$ cat config.mk
export PLATFORM = sky130hd
export DESIGN_NAME = bus_xfer_sched_flat
export DESIGN_NICKNAME = d
export VERILOG_FILES = /design/src/rtl/bus_xfer_sched_if.sv /design/src/rtl/bus_xfer_sched.sv /design/src/flat_wrapper.sv
export SDC_FILE = /design/constraint.sdc
export NUM_CORES = 1
export LEC_CHECK = 0
export ABC_CLOCK_PERIOD_IN_PS = 2100
export CAP_MARGIN = 20
export CORE_ASPECT_RATIO = 1.2
export CORE_MARGIN = 3
export CORE_UTILIZATION = 42
export CTS_BUF_LIST = sky130_fd_sc_hd__clkbuf_16
export CTS_CLUSTER_DIAMETER = 40
export DETAILED_ROUTE_END_ITERATION = 12
export PLACE_DENSITY = 0.73
export SLEW_MARGIN = 20
export SYNTH_ARGS = -nofsm -noshare
export SYNTH_HDL_FRONTEND = slang
export SYNTH_SLANG_ARGS = --single-unit
$ cat constraint.sdc
create_clock -name clock -period 2.1 [get_ports clock]
set_input_delay 0.42 -clock clock [delete_from_list [all_inputs] [get_ports clock]]
set_output_delay 0.42 -clock clock [all_outputs]
set_load 0.02 [all_outputs]
$ cat src/rtl/bus_xfer_sched_if.sv
// Request/response and reg_op bundle between the control unit, the bus
// transfer scheduler and the bus-attached registers.
interface bus_xfer_sched_if #(
  parameter int unsigned N_REG = 4,
  parameter int unsigned N_REQ = 2
);
  localparam int unsigned IW = $clog2(N_REG);

  logic [N_REQ-1:0]    req_valid;
  logic [N_REQ*IW-1:0] req_src;
  logic [N_REQ*IW-1:0] req_dst;
  logic [N_REQ-1:0]    req_ready;
  logic [N_REQ-1:0]    done;
  logic [N_REQ-1:0]    err;
  logic [N_REG*2-1:0]  reg_op;
  logic                busy;

  modport master (
    output req_valid, req_src, req_dst,
    input  req_ready, done, err, reg_op, busy
  );

  modport slave (
    input  req_valid, req_src, req_dst,
    output req_ready, done, err, reg_op, busy
  );
endinterface

$ cat src/rtl/bus_xfer_sched.sv
// Round-robin scheduler for register-to-register moves on the shared 8-bit
// bus: one ENABLE source and one LOAD destination per three-cycle transfer.
module bus_xfer_sched #(
  parameter int unsigned N_REG = 4,
  parameter int unsigned N_REQ = 2
) (
  input  logic               clock,
  input  logic               reset,
  bus_xfer_sched_if.slave    bus
);
  localparam int unsigned IW = $clog2(N_REG);
  localparam int unsigned RW = $clog2(N_REQ);

  localparam logic [1:0] OP_NOP    = 2'd0;
  localparam logic [1:0] OP_LOAD   = 2'd1;
  localparam logic [1:0] OP_ENABLE = 2'd2;

  localparam logic [1:0] S_IDLE = 2'd0;
  localparam logic [1:0] S_XFER = 2'd1;
  localparam logic [1:0] S_DONE = 2'd2;
  localparam logic [1:0] S_ERR  = 2'd3;

  logic [1:0]         state, state_nxt;
  logic [RW-1:0]      rr, rr_nxt;
  logic [RW-1:0]      gnt_q, gnt_nxt;
  logic [IW-1:0]      src_q, src_nxt;
  logic [IW-1:0]      dst_q, dst_nxt;
  logic [N_REG*2-1:0] reg_op_q, reg_op_nxt;
  logic [N_REQ-1:0]   done_q, done_nxt;
  logic [N_REQ-1:0]   err_q, err_nxt;
  logic               busy_q, busy_nxt;

  logic [N_REQ-1:0]   ready_c;
  logic               found_c;
  logic [RW-1:0]      pick_c;
  logic [RW:0]        scan_c;
  logic [IW-1:0]      sel_src_c;
  logic [IW-1:0]      sel_dst_c;
  logic               legal_c;

  // First valid requester at or after rr, wrapping
  always_comb begin
    found_c = 1'b0;
    pick_c  = rr;
    scan_c  = '0;
    for (int unsigned i = 0; i < N_REQ; i++) begin
      scan_c = (RW+1)'(rr) + (RW+1)'(i);
      if (scan_c >= (RW+1)'(N_REQ)) scan_c = scan_c - (RW+1)'(N_REQ);
      if (!found_c && bus.req_valid[scan_c[RW-1:0]]) begin
        found_c = 1'b1;
        pick_c  = scan_c[RW-1:0];
      end
    end
  end

  assign sel_src_c = bus.req_src[pick_c*IW +: IW];
  assign sel_dst_c = bus.req_dst[pick_c*IW +: IW];
  assign legal_c   = (sel_src_c != sel_dst_c) &&
                     ((IW+1)'(sel_src_c) < (IW+1)'(N_REG)) &&
                     ((IW+1)'(sel_dst_c) < (IW+1)'(N_REG));

  // Next state, grant and latched transfer fields
  always_comb begin
    state_nxt = state;
    rr_nxt    = rr;
    gnt_nxt   = gnt_q;
    src_nxt   = src_q;
    dst_nxt   = dst_q;
    ready_c   = '0;
    case (state)
      S_IDLE: begin
        if (found_c && reset) begin
          ready_c[pick_c] = 1'b1;
          gnt_nxt         = pick_c;
          src_nxt         = sel_src_c;
          dst_nxt         = sel_dst_c;
          state_nxt       = legal_c ? S_XFER : S_ERR;
        end
      end
      S_XFER: state_nxt = S_DONE;
      S_DONE, S_ERR: begin
        state_nxt = S_IDLE;
        rr_nxt    = (gnt_q == RW'(N_REQ - 1)) ? '0 : gnt_q + RW'(1);
      end
      default: state_nxt = S_IDLE;
    endcase
  end

  // Outputs are precomputed from the next state so they leave the chip registered
  always_comb begin
    reg_op_nxt = '0;
    done_nxt   = '0;
    err_nxt    = '0;
    busy_nxt   = (state_nxt != S_IDLE);
    if (state_nxt == S_XFER) begin
      for (int unsigned r = 0; r < N_REG; r++) begin
        if (src_nxt == IW'(r))      reg_op_nxt[2*r +: 2] = OP_ENABLE;
        else if (dst_nxt == IW'(r)) reg_op_nxt[2*r +: 2] = OP_LOAD;
        else                        reg_op_nxt[2*r +: 2] = OP_NOP;
      end
    end
    if (state_nxt == S_DONE) done_nxt[gnt_nxt] = 1'b1;
    if (state_nxt == S_ERR)  err_nxt[gnt_nxt]  = 1'b1;
  end

  always_ff @(posedge clock or negedge reset) begin
    if (!reset) begin
      state    <= S_IDLE;
      rr       <= '0;
      gnt_q    <= '0;
      src_q    <= '0;
      dst_q    <= '0;
      reg_op_q <= '0;
      done_q   <= '0;
      err_q    <= '0;
      busy_q   <= 1'b0;
    end else begin
      state    <= state_nxt;
      rr       <= rr_nxt;
      gnt_q    <= gnt_nxt;
      src_q    <= src_nxt;
      dst_q    <= dst_nxt;
      reg_op_q <= reg_op_nxt;
      done_q   <= done_nxt;
      err_q    <= err_nxt;
      busy_q   <= busy_nxt;
    end
  end

  assign bus.req_ready = ready_c;
  assign bus.reg_op    = reg_op_q;
  assign bus.done      = done_q;
  assign bus.err       = err_q;
  assign bus.busy      = busy_q;
endmodule

$ cat src/flat_wrapper.sv
// flat-port wrapper written by rule: the top's interface ports become plain ports
module bus_xfer_sched_flat 
#(
  parameter int unsigned N_REG = 4,
  parameter int unsigned N_REQ = 2
)
  (clock, reset, bus_req_valid, bus_req_src, bus_req_dst, bus_req_ready, bus_done, bus_err, bus_reg_op, bus_busy);
  bus_xfer_sched_if #(.N_REG(N_REG), .N_REQ(N_REQ)) bus_i ();
  input  logic clock;
  input  logic reset;
  input wire logic [$bits(bus_i.req_valid)-1:0] bus_req_valid;
  input wire logic [$bits(bus_i.req_src)-1:0] bus_req_src;
  input wire logic [$bits(bus_i.req_dst)-1:0] bus_req_dst;
  output wire logic [$bits(bus_i.req_ready)-1:0] bus_req_ready;
  output wire logic [$bits(bus_i.done)-1:0] bus_done;
  output wire logic [$bits(bus_i.err)-1:0] bus_err;
  output wire logic [$bits(bus_i.reg_op)-1:0] bus_reg_op;
  output wire logic [$bits(bus_i.busy)-1:0] bus_busy;
  assign bus_i.req_valid = bus_req_valid;
  assign bus_i.req_src = bus_req_src;
  assign bus_i.req_dst = bus_req_dst;
  assign bus_req_ready = bus_i.req_ready;
  assign bus_done = bus_i.done;
  assign bus_err = bus_i.err;
  assign bus_reg_op = bus_i.reg_op;
  assign bus_busy = bus_i.busy;
  bus_xfer_sched #(.N_REG(N_REG), .N_REQ(N_REQ)) u_core (.clock(clock), .reset(reset), .bus(bus_i));
endmodule
**After elaboration in Yosys (flattened, before gate mapping)**

Index checks and enable logic that the tools add are counted.

- Add/subtract/negate cells: 4
- Multipliers: 0
- Div/mod/pow operators: 0
- Magnitude comparators: 8
- Equal/unequal tests: 13
- Shifts and indexed selects: 2
- Muxes and demuxes: 37
- Bitwise operators: 0
- Reductions and logical operators: 10

Operator list:

| operator | count |
|---|---|
| $mux 2 | 14 |
| $mux 1 | 19 |
| $eq 2x2->1 const B | 8 |
| $eq 2x1->1 const B | 4 |
| $lt 1x2->1 const B | 4 |
| $mux 8 | 1 |
| $shiftx 4x3->2 | 2 |
| $logic_not 2->1 | 3 |
| $pmux 2 s3 | 1 |
| $logic_and 1x1->1 | 4 |
| $add 1x1->2 const B | 1 |
| $demux 1 s1 | 2 |
| $ge 1x1->1 const B | 2 |
| $ge 1x2->1 const B | 1 |
| $ge 2x2->1 const B | 1 |
| $ne 2x2->1 | 1 |
| $reduce_bool 2->1 | 1 |
| $reduce_or 2->1 | 1 |
| $sub 1x1->1 const B | 2 |
| $add 1x1->1 const B | 1 |
| $logic_not 1->1 | 1 |

- Register bits: 21
- Latch bits: 0
- RAM bits: 0
- ROM bits: 0
- Input bits: 12
- Output and inout port bits: 15
- Logic and storage cells: 83
- Memories: 0

**Logic depth before layout (Yosys ltp)**

- Depth in word-level cells: 16
- Gate-level depth with buffers: 6
- Depth with buffers taken out: 5

**Worst setup path after synthesis**

No wires, ideal clock.

- Kind: input to register
- From: input bus_req_valid[0]
- To: register u_core.state[1]
- Setup time: 92 ps
- Data arrival time: 1550 ps
- Data required time: 2008 ps
- Slack: 459 ps
- Stages: 5
- Buffers on the path: 0
- Path through: inv_1 > maj3_4 > mux2_2 > xnor2_1 > o31ai_2

- Word-level cells in the longest chain between the ends: 11
- Elaborated cells on any way between the ends: 17
- Classes of those cells: 1 x eq/ne; 2 x shift; 11 x mux; 3 x reduce/logical

RTL lines:

| what | line | text |
|---|---|---|
| start, declared | flat_wrapper.sv:11 | `input wire logic [$bits(bus_i.req_valid)-1:0] bus_req_valid;` |
| $mux 1 (implied by the code) (2 in series) | bus_xfer_sched.sv:49 | `if (!found_c && bus.req_valid[scan_c[RW-1:0]]) begin` |
| $mux 1 | bus_xfer_sched.sv:49 |  |
| $logic_not 1->1 | bus_xfer_sched.sv:49 |  |
| $logic_and 1x1->1 | bus_xfer_sched.sv:49 |  |
| $mux 1 | bus_xfer_sched.sv:49 |  |
| $shiftx 4x3->2, on equally long branches | bus_xfer_sched.sv:56, bus_xfer_sched.sv:57 |  |
| $ne 2x2->1 | bus_xfer_sched.sv:58 | `assign legal_c = (sel_src_c != sel_dst_c) &&` |
| $mux 2 | bus_xfer_sched.sv:77 | `state_nxt = legal_c ? S_XFER : S_ERR;` |
| $mux 2 (*) | bus_xfer_sched.sv:72 | `if (found_c && reset) begin` |
| $pmux 2 s3 (*) | bus_xfer_sched.sv:70 | `case (state)` |
| net u_core.state_nxt[1] | bus_xfer_sched.sv:23 | `logic [1:0] state, state_nxt;` |
| end signal, assigned | bus_xfer_sched.sv:118 | `state <= state_nxt;` |
| end, declared | bus_xfer_sched.sv:23 |  |

Mark *: on every way through the listed nets, which the timed path passes. The rest lies on a longest branch. The select of a mux whose other input is x is not followed.
A chain may end at the register's enable or synchronous reset.

**Final worst setup path**

- From: input reset
- To: output bus_req_ready[0]

- Word-level cells in the longest chain between the ends: 3

RTL lines:

| what | line | text |
|---|---|---|
| start, declared | flat_wrapper.sv:10 | `input logic reset;` |
| $logic_and 1x1->1 | bus_xfer_sched.sv:72 |  |
| $mux 2 | bus_xfer_sched.sv:72 |  |
| $mux 2 | bus_xfer_sched.sv:70 |  |
| end, declared | flat_wrapper.sv:14 | `output wire logic [$bits(bus_i.req_ready)-1:0] bus_req_ready;` |

No other way between the ends.

==> impl_metrics.ini <==
[clocking]
cts_tree = done
cts_buffers = 3
cts.reportedPaths.clkPinSlew_ps = 50
htreeDepth = 1
cts_sinks = 17
cts_hold_buf = 0
clk_latency_ps = 240
clockBufferDepth = 2
ctsRootBufferMaster = clkbuf_16
post_cts_buffers = 0

[sta]
rsz0062_at_grt = false
finalCritPeriodShare = 0.944
hold_viol_final = 0
holdWs_ps = 497
skew_ps = 1.49
slew_headroom = 0.699
tightest_slew_ps = 447
setup_viol = 0
fin_crit_ps = 1980
timing.fmax_mhz = 504
drv_slew = 0

[setup_path]
critical_path_buf_inv_count = 2
crit_arrival_ps = 1560
r2r_start = u_core.rr
crit_type = in -> out
crit_chain = clkdlybuf4s50_1 > nor3b_4 > nand2_1 > a21oi_1 > buf_2
crit_path_start_kind = input port
cpPeakStageDelay_ps = 490
critPathLaunch = reset
cp.required_ps = 1680
cp_slowest_cell = clkdlybuf4s50_1
critPathTopFamily = buffers and inverters
setup.worst_path.end_class = output pin
critPathMaxFanout = 3

[yosys]
avgSynthCellArea_um2 = 11.9
ys_seq_area_frac = 0.570
synth-edff-count = 0
synthCells = 63
synth_flop_cell = dfrtp_1
synth-seq-cells = 17
synth_top_family_by_area = multiplexers
synth-simple-area-share = 0.117
synth_compound_area_frac = 0.114
synth_cell_types = 21
async_flop_share = 1.00
synth-xor-area-share = 0.0335
synth_mux_area_frac = 0.122
netlist_area_um2 = 747
yosys_warnings = 0
synthAdderAreaFrac = 0.0184
syn_nets = 75

[floorplan]
die-area_mm2 = 0.00232
die_w_um = 44.5
start_util = 0.450
core_area_mm2 = 0.00166
die_h_um = 52.2
rows = 16
num_io_pins = 27

[final_layout]
num_antenna_cells = 0
drive_gt1_frac = 0.280
finish.net_count = 113
fin_area_mm2 = 0.00119
areaGrowthSynthToFinish_pct = 59.6

[detailed_routing]
drc = 0
wl_per_cell_um = 12.7
ant_nets = 0
vias = 600
drtPass1Iterations = 1
drt_iter0_markers = 0
vias_per_cell = 5.08
drt-total-wl_mm = 1.50

[global_routing]
grt_pass1_vias = 634
antenna_found_initial = 0
grt.total_usage = 0.152
grt_start_max_net_pins = 18
overflow = 0
grt_pass1_wl_mm = 2.52

[placement]
globalplace.congestion = 0.796
place_area_mm2 = 0.00110
dp_hpwl_mm = 1.19
io_buffers = 26

[min_path]
hp-class = reg -> reg
hold_path.startpoint = u_core.gnt_q

[power_and_ir_drop]
irDropWorstVdd_uv = 689
leakagePower_nw = 0.541
pwr_density_cell_mw_per_mm2 = 1010

[outcome]
status = complete, no violations

[job]
cap_violations = 0
-- through the flow --
stage / cells / setup TNS, ps / setup slack (ps) / power (mW) / util
2_1_floorplan: 63 / 0 / 459 / 0.642 / -
3_3_place_gp: 114 / -1990 / -388 / 0.826 / 0.661
3_5_place_dp: 114 / -2320 / -413 / 0.838 / 0.661
4_1_cts: 118 / 0 / 9.64 / 1.21 / 0.712
5_1_grt: 118 / 0 / 55.9 / 1.27 / 0.718
6_report: 118 / 0 / 117 / 1.21 / 0.718
-- flip-flops by register name, indices dropped and copies added (netlist names) --
signal             cells
u_core.rr              1
u_core.state           2
u_core.bus.err         2
u_core.gnt_q           1
u_core.bus.done        2
u_core.bus.reg_op      8
u_core.bus.busy        1
-- synthesized netlist by cell type (2+ instances only) --
| cell | n | area, µm² |
|---|---|---|
| dfrtp_1 | 17 | 425 |
| mux2_2 | 2 | 22.5 |
| inv_1 | 4 | 15.0 |
| a21oi_1 | 2 | 10.0 |
| a211oi_1 | 4 | 30.0 |
| nand2_1 | 6 | 22.5 |
| nor3b_1 | 2 | 15.0 |
| mux2i_4 | 2 | 45.0 |
| or2_2 | 2 | 12.5 |
| nor2_1 | 7 | 26.3 |
| o21ai_0 | 5 | 25.0 |
-- cells in the final DEF, fill, tap and decap left out, types with 2 or more instances in the layout --
| cell type | synthesis | layout |
|---|---|---|
| o21ai_0 | 5 | 5 |
| a211oi_1 | 4 | 4 |
| clkdlybuf4s50_1 | 0 | 23 |
| inv_1 | 4 | 4 |
| buf_4 | 0 | 7 |
| nor2_1 | 7 | 6 |
| mux2_2 | 2 | 2 |
| nand2_1 | 6 | 5 |
| clkbuf_16 | 0 | 3 |
| dfrtp_1 | 17 | 17 |
| a21oi_1 | 2 | 2 |
| mux2i_4 | 2 | 2 |
| or2_2 | 2 | 2 |
-- per-layer routing --
metal / share of wire / vias up / GRT usage
li1: - / 288 / -
met1: 0.38 / 288 / 0.154
met2: 0.54 / 20 / 0.270
met3: 0.053 / 4 / 0.0309
met4: 0.028 / 0 / 0.101
met5: 0 / - / 0
-- report_power, final --
part / total [mW] / internal [mW] / switching [mW]
combinational: 0.415 / 0.214 / 0.202
sequential: 0.424 / 0.382 / 0.0419
clock: 0.367 / 0.254 / 0.113
total: 1.21 / 0.850 / 0.357
-- worst register-to-register path: stages, from the launching register on --
cell	delay, ps
dfrtp_1	420
maj3_4	420
mux2_2	320
xnor2_1	130
buf_4	150
o31ai_2	200
-- cell type report --
type / instances / area [µm²]
Fill cell: 129 / 469
Clock inverter: 1 / 5.00
Timing Repair Buffer: 34 / 325
Inverter: 4 / 15.0
Clock buffer: 3 / 75.1
Tap cell: 18 / 22.5
Multi-Input combinational cell: 41 / 324
Sequential cell: 17 / 425
-- worst paths after layout --
path	slack (ps)	depth (start not counted)	end
max reg2reg	380	5	u_core.state[1]
min reg2reg	500	1	u_core.bus.done[0]
min	500	1	u_core.bus.done[0]
max in group asynchronous	1370	2	u_core.state[0]
max	120	5	bus_req_ready[0]
min in group asynchronous	550	2	u_core.bus.err[1]
-- kinds of logic (layout without fill, tap and decap cells) --
kind of cell,after synthesis,in the layout
AOI/OAI and AO/OA,13,13
muxes,6,6
and+or+nand+nor,19,19
xor gates and xnor gates,2,2
DFF,17,17
adders and majority gates,1,1
buffers and inverters,5,42
-- timing repair --
item / 4_1_cts / 5_1_grt
resized for setup: 5 / 8
endpoints found under the setup margin: 2 / 6
pin swaps: 0 / 1
No activity file was read; power rests on OpenSTA's default activity.
